### src/rtl/serial_sub64.sv
// Multi-cycle unsigned subtractor: diff = a - b, CHUNK bits per clock with a
// registered borrow rippling between chunks. start/busy/done handshake.
module serial_sub64 #(
  parameter int WIDTH = 64,
  parameter int CHUNK = 2
) (
  input  logic             clk,
  input  logic             rst,
  input  logic             start,
  input  logic [WIDTH-1:0] a,
  input  logic [WIDTH-1:0] b,
  output logic             busy,
  output logic             done,
  output logic [WIDTH-1:0] diff,
  output logic             borrow_out,
  output logic             zero
);

  localparam int STEPS = WIDTH / CHUNK;
  localparam int CNT_W = (STEPS > 1) ? $clog2(STEPS) : 1;
  localparam logic [CNT_W-1:0] LAST = CNT_W'(STEPS - 1);

  typedef enum logic [1:0] {
    IDLE = 2'd0,
    RUN  = 2'd1,
    DONE = 2'd2
  } state_t;

  state_t           state_q, state_d;
  logic [WIDTH-1:0] ra_q, ra_d;
  logic [WIDTH-1:0] rb_q, rb_d;
  logic [WIDTH-1:0] work_q, work_d;
  logic [WIDTH-1:0] diff_q, diff_d;
  logic [CNT_W-1:0] cnt_q, cnt_d;
  logic             borrow_q, borrow_d;
  logic             borrow_out_q, borrow_out_d;
  logic             zero_q, zero_d;

  logic [CHUNK-1:0] ra_chunk [STEPS];
  logic [CHUNK-1:0] rb_chunk [STEPS];
  logic [CHUNK:0]   sub_full;
  logic [CHUNK-1:0] sub_d;
  logic             sub_bout;
  logic [WIDTH-1:0] work_upd;

  // Slice the latched operands into chunks and merge the current chunk result
  // into the work register image.
  generate
    for (genvar gi = 0; gi < STEPS; gi++) begin : g_chunk
      assign ra_chunk[gi] = ra_q[gi*CHUNK +: CHUNK];
      assign rb_chunk[gi] = rb_q[gi*CHUNK +: CHUNK];
      assign work_upd[gi*CHUNK +: CHUNK] =
        (cnt_q == CNT_W'(gi)) ? sub_d : work_q[gi*CHUNK +: CHUNK];
    end
  endgenerate

  // One extra bit of width: a negative chunk result wraps and sets the MSB.
  assign sub_full = {1'b0, ra_chunk[cnt_q]} - {1'b0, rb_chunk[cnt_q]}
                    - (CHUNK+1)'(borrow_q);
  assign sub_d    = sub_full[CHUNK-1:0];
  assign sub_bout = sub_full[CHUNK];

  always_comb begin
    state_d      = state_q;
    ra_d         = ra_q;
    rb_d         = rb_q;
    work_d       = work_q;
    diff_d       = diff_q;
    cnt_d        = cnt_q;
    borrow_d     = borrow_q;
    borrow_out_d = borrow_out_q;
    zero_d       = zero_q;
    case (state_q)
      IDLE: begin
        if (start) begin
          ra_d     = a;
          rb_d     = b;
          work_d   = '0;
          cnt_d    = '0;
          borrow_d = 1'b0;
          state_d  = RUN;
        end
      end
      RUN: begin
        work_d   = work_upd;
        borrow_d = sub_bout;
        cnt_d    = cnt_q + CNT_W'(1);
        if (cnt_q == LAST) begin
          cnt_d        = '0;
          diff_d       = work_upd;
          borrow_out_d = sub_bout;
          zero_d       = (work_upd == '0);
          state_d      = DONE;
        end
      end
      // start is only sampled in IDLE, so DONE always falls back there first.
      DONE:    state_d = IDLE;
      default: state_d = IDLE;
    endcase
  end

  always_ff @(posedge clk) begin
    if (rst) begin
      state_q      <= IDLE;
      ra_q         <= '0;
      rb_q         <= '0;
      work_q       <= '0;
      diff_q       <= '0;
      cnt_q        <= '0;
      borrow_q     <= 1'b0;
      borrow_out_q <= 1'b0;
      zero_q       <= 1'b1;
    end else begin
      state_q      <= state_d;
      ra_q         <= ra_d;
      rb_q         <= rb_d;
      work_q       <= work_d;
      diff_q       <= diff_d;
      cnt_q        <= cnt_d;
      borrow_q     <= borrow_d;
      borrow_out_q <= borrow_out_d;
      zero_q       <= zero_d;
    end
  end

  assign busy       = (state_q == RUN);
  assign done       = (state_q == DONE);
  assign diff       = diff_q;
  assign borrow_out = borrow_out_q;
  assign zero       = zero_q;

endmodule
### config.mk
export PLATFORM = sky130hd
export DESIGN_NAME = serial_sub64
export DESIGN_NICKNAME = d
export VERILOG_FILES = /design/src/rtl/serial_sub64.sv
export SDC_FILE = /design/constraint.sdc
export NUM_CORES = 1
export LEC_CHECK = 0
export BUFFER_PORTS_ARGS = -buffer_cell sky130_fd_sc_hd__buf_4
export CAP_MARGIN = 0
export CELL_PAD_IN_SITES_DETAIL_PLACEMENT = 0
export CELL_PAD_IN_SITES_GLOBAL_PLACEMENT = 1
export CORE_MARGIN = 2
export CORE_UTILIZATION = 41
export DETAILED_ROUTE_END_ITERATION = 7
export HOLD_SLACK_MARGIN = 0.08
export PLACE_DENSITY = 0.8
export SYNTH_ARGS = -nofsm -noshare
export SYNTH_HDL_FRONTEND = slang
export SYNTH_SLANG_ARGS = --single-unit
### constraint.sdc
create_clock -name clk -period 5.8 [get_ports clk]
set_clock_uncertainty 0.2 [all_clocks]
set_input_delay 0.29 -clock clk [delete_from_list [all_inputs] [get_ports clk]]
set_output_delay 0.29 -clock clk [all_outputs]
set_load 0.03 [all_outputs]
==> flow_summary.yaml <==
timing:
  worstMarginPinSlew_ps: 1208
  max_slew_margin_pct: 19.45
  fin_hold_ws_ps: 174.1
  maxSlewViolCount: 0
  setup_viol: 0
  setup_tns_ps: 0
  finalCritPeriodShare_pct: 85.17
  grt_setup_unrepaired: "no"
  fin_ws_ps: 860.2
  max_freq_ghz: 0.2024
  hold_viol: 0
  layout_min_cycle_time_ps: 4940
place:
  routabilityCongestion: 0.7965
  port_buffers: 198
  dp_slack_ps: 831.6
  place_area_um2: 13010
  hpwl_um: 20950
floorplan:
  die-width_um: 170.7
  die_area_um2: 29130
  fp.dieH_um: 170.7
  core_um2: 27550
  ios: 199
  placementRows: 61
  start_util_pct: 41.34
worst_setup_path:
  start_kind: "flop"
  cp_slowest_cell: "dfxtp_2"
  worstSetupPathType: "flop to flop"
  crit_path_max_incr_delay_ps: 750
  crit_path_start: "cnt_q[0]"
  cp.arrival_ps: 5200
  end_kind: "flop"
  worstPathMaxFanout: 23
  path_cells: "buf_4 -> mux4_2 -> mux4_2 -> mux2i_1 -> fa_1 -> fa_1 -> inv_1 -> mux2_4 -> or4_4 -> nor4b_2 -> nand4_1 -> o31ai_2"
  required_ps: 6060
  rr_startpoint: "cnt_q[0]"
clocking:
  cts.sinks: 264
  root_buffer: "clkbuf_16"
  cts_made_buffers: 29
  clk_latency_ps: 540
  clockBufferDepth: 3
  cts_tree: "done"
  clk_pin_slew_ps: 60
  ctsResizeCount: 0
  htree_num_levels: 1
synth:
  netlist_instances: 1401
  synthesis.area_um2: 11390
  yosysWarnings: 0
  synthFlopType: "dfxtp_1"
  syn_avg_cell_area_um2: 8.130
  synth_cell_types: 43
  synth_seq_area_share_pct: 46.40
  synth_nets: 1540
  async_reset_ff_share_pct: 0
  ys_ff_latch: 264
  synth-edff-count: 0
hold_path:
  min_path_type: "input pin to flop"
  hp-start: "rst"
routing:
  drtIter0Drc: 799
  via_count: 10680
  wl_per_cell_um: 16.64
  drt_first_pass_iters: 5
  drc_errors: 0
  wirelength_um: 34140
  viasPerCell: 5.205
  ant_nets: 0
final_layout:
  antenna_cells: 0
  layout_commonest_cell: "nand2_1"
  final_cell_area_um2: 15180
  mostFrequentLayoutCells: "nand2_1 (440), a21oi_1 (275), dfxtp_1 (261)"
  nNetsFinal: 1793
  fillerInstances: 2553
  final_layout_size_suffix_gt1_share_pct: 19.77
  syn_to_final_growth_pct: 33.32
run_status:
  outcome: "finished clean"
flow_run:
  drv_cap: 0
global_route:
  grt_pass1_wl_um: 53690
  antenna_found_initial: 0
  grt_pass1_vias: 10410
  grt.total_usage_pct: 22.90
  grt_start_max_net_pins: 130
  grt_remaining_overflow: 0
pwr:
  p_leak_nw: 5.857
  p_per_area_nw_per_um2: 271.5
  ir_drop_v: 0.0002093
==> Yosys cell counts, types with 2 or more instances <==
library cell | instances | share of area [%]
nand2_1 | 442 | 15
a21oi_1 | 275 | 12
dfxtp_1 | 264 | 46
clkbuf_1 | 97 | 3.2
nor2_1 | 74 | 2.4
nand3_1 | 53 | 2.3
mux4_2 | 40 | 7.9
o21ai_0 | 16 | 0.70
buf_1 | 13 | 0.43
mux2_2 | 12 | 1.2
nor4_1 | 9 | 0.49
a31oi_1 | 8 | 0.44
mux2i_1 | 8 | 0.70
o211ai_1 | 8 | 0.53
buf_2 | 7 | 0.31
nand4_1 | 7 | 0.38
a22oi_1 | 6 | 0.40
and4bb_2 | 6 | 0.66
ha_1 | 6 | 0.66
inv_1 | 5 | 0.16
nand4b_1 | 5 | 0.38
nor4bb_1 | 5 | 0.44
nor4b_1 | 4 | 0.31
and4b_1 | 3 | 0.26
buf_6 | 3 | 0.30
and2_1 | 2 | 0.11
fa_1 | 2 | 0.35
mux2_4 | 2 | 0.26
nand2b_1 | 2 | 0.11
nand4b_4 | 2 | 0.42
nor3_1 | 2 | 0.088
or4_1 | 2 | 0.13
==> flip-flops by register name (all words and copies together) (netlist names) <==
| name | count |
|---|---|
| borrow_out | 1 |
| borrow_q | 1 |
| cnt_q | 5 |
| diff | 64 |
| ra_q | 64 |
| rb_q | 64 |
| state_q | 2 |
| work_q | 62 |
| zero | 1 |
==> metal layers <==
metal  routed length, um  track usage (%)  up-vias
met5                   0                0        -
met4                 900            6.429        0
met3                1612            2.868       59
met2               17130            40.29      293
met1               14500            29.55     5050
li1                    -                -     5279
==> power by group <==
group | internal (mW) | total (mW) | switching (mW)
clock | 0.992 | 1.73 | 0.739
sequential | 1.87 | 1.91 | 0.0407
combinational | 0.214 | 0.479 | 0.265
total | 3.08 | 4.12 | 1.04
==> stage by stage <==
step / instances / utilization (%) / power, mW
3_5_place_dp: 1873 / 47.23 / 2.357
2_1_floorplan: 1401 / - / 2.189
6_report: 2052 / 55.11 / 4.123
3_3_place_gp: 1873 / 47.23 / 2.352
4_1_cts: 2052 / 55.11 / 4.149
5_1_grt: 2052 / 55.11 / 4.274
==> critical path: cells and delay by family (launching register included) <==
kind	cells	cell delay [ps]
muxes	4	1650
adders and majority gates	2	450
DFF	1	750
and+or+nand+nor	3	980
buffers and inverters	2	610
AOI/OAI and AO/OA	1	190
==> cell type report <==
cell class	instances	area, um2	area share, %
Sequential cell	264	5289	34.83
Inverter	6	22.52	0.1483
Clock buffer	42	834.6	5.496
Multi-Input combinational cell	1011	5617	36.99
Tap cell	378	473.0	3.115
Clock inverter	9	55.05	0.3626
Timing Repair Buffer	342	2894	19.06
==> repair_timing <==
item | CTS | global route
endpoints found under the hold margin | 128 | 0
buffers inserted | 0 | 0
hold buffers | 128 | 0
==> final timing paths <==
path               to  slack (ps)  cells after the start
min          cnt_q[0]         170                      2
max              zero         860                     12
max reg2reg      zero         860                     12
min reg2reg  rb_q[23]         250                      2
==> cells by family after synthesis <==
kind of cell	count (synthesis)	share of synthesized area [%]
AO/OA/AOI/OAI	316	14.39
adder cells (fa/ha/maj)	8	1.011
buffers and inverters	126	4.427
flip-flops	264	46.40
multiplexers	62	10.06
AND/OR/NAND/NOR	625	23.71
(Power assumes the default switching activity.)
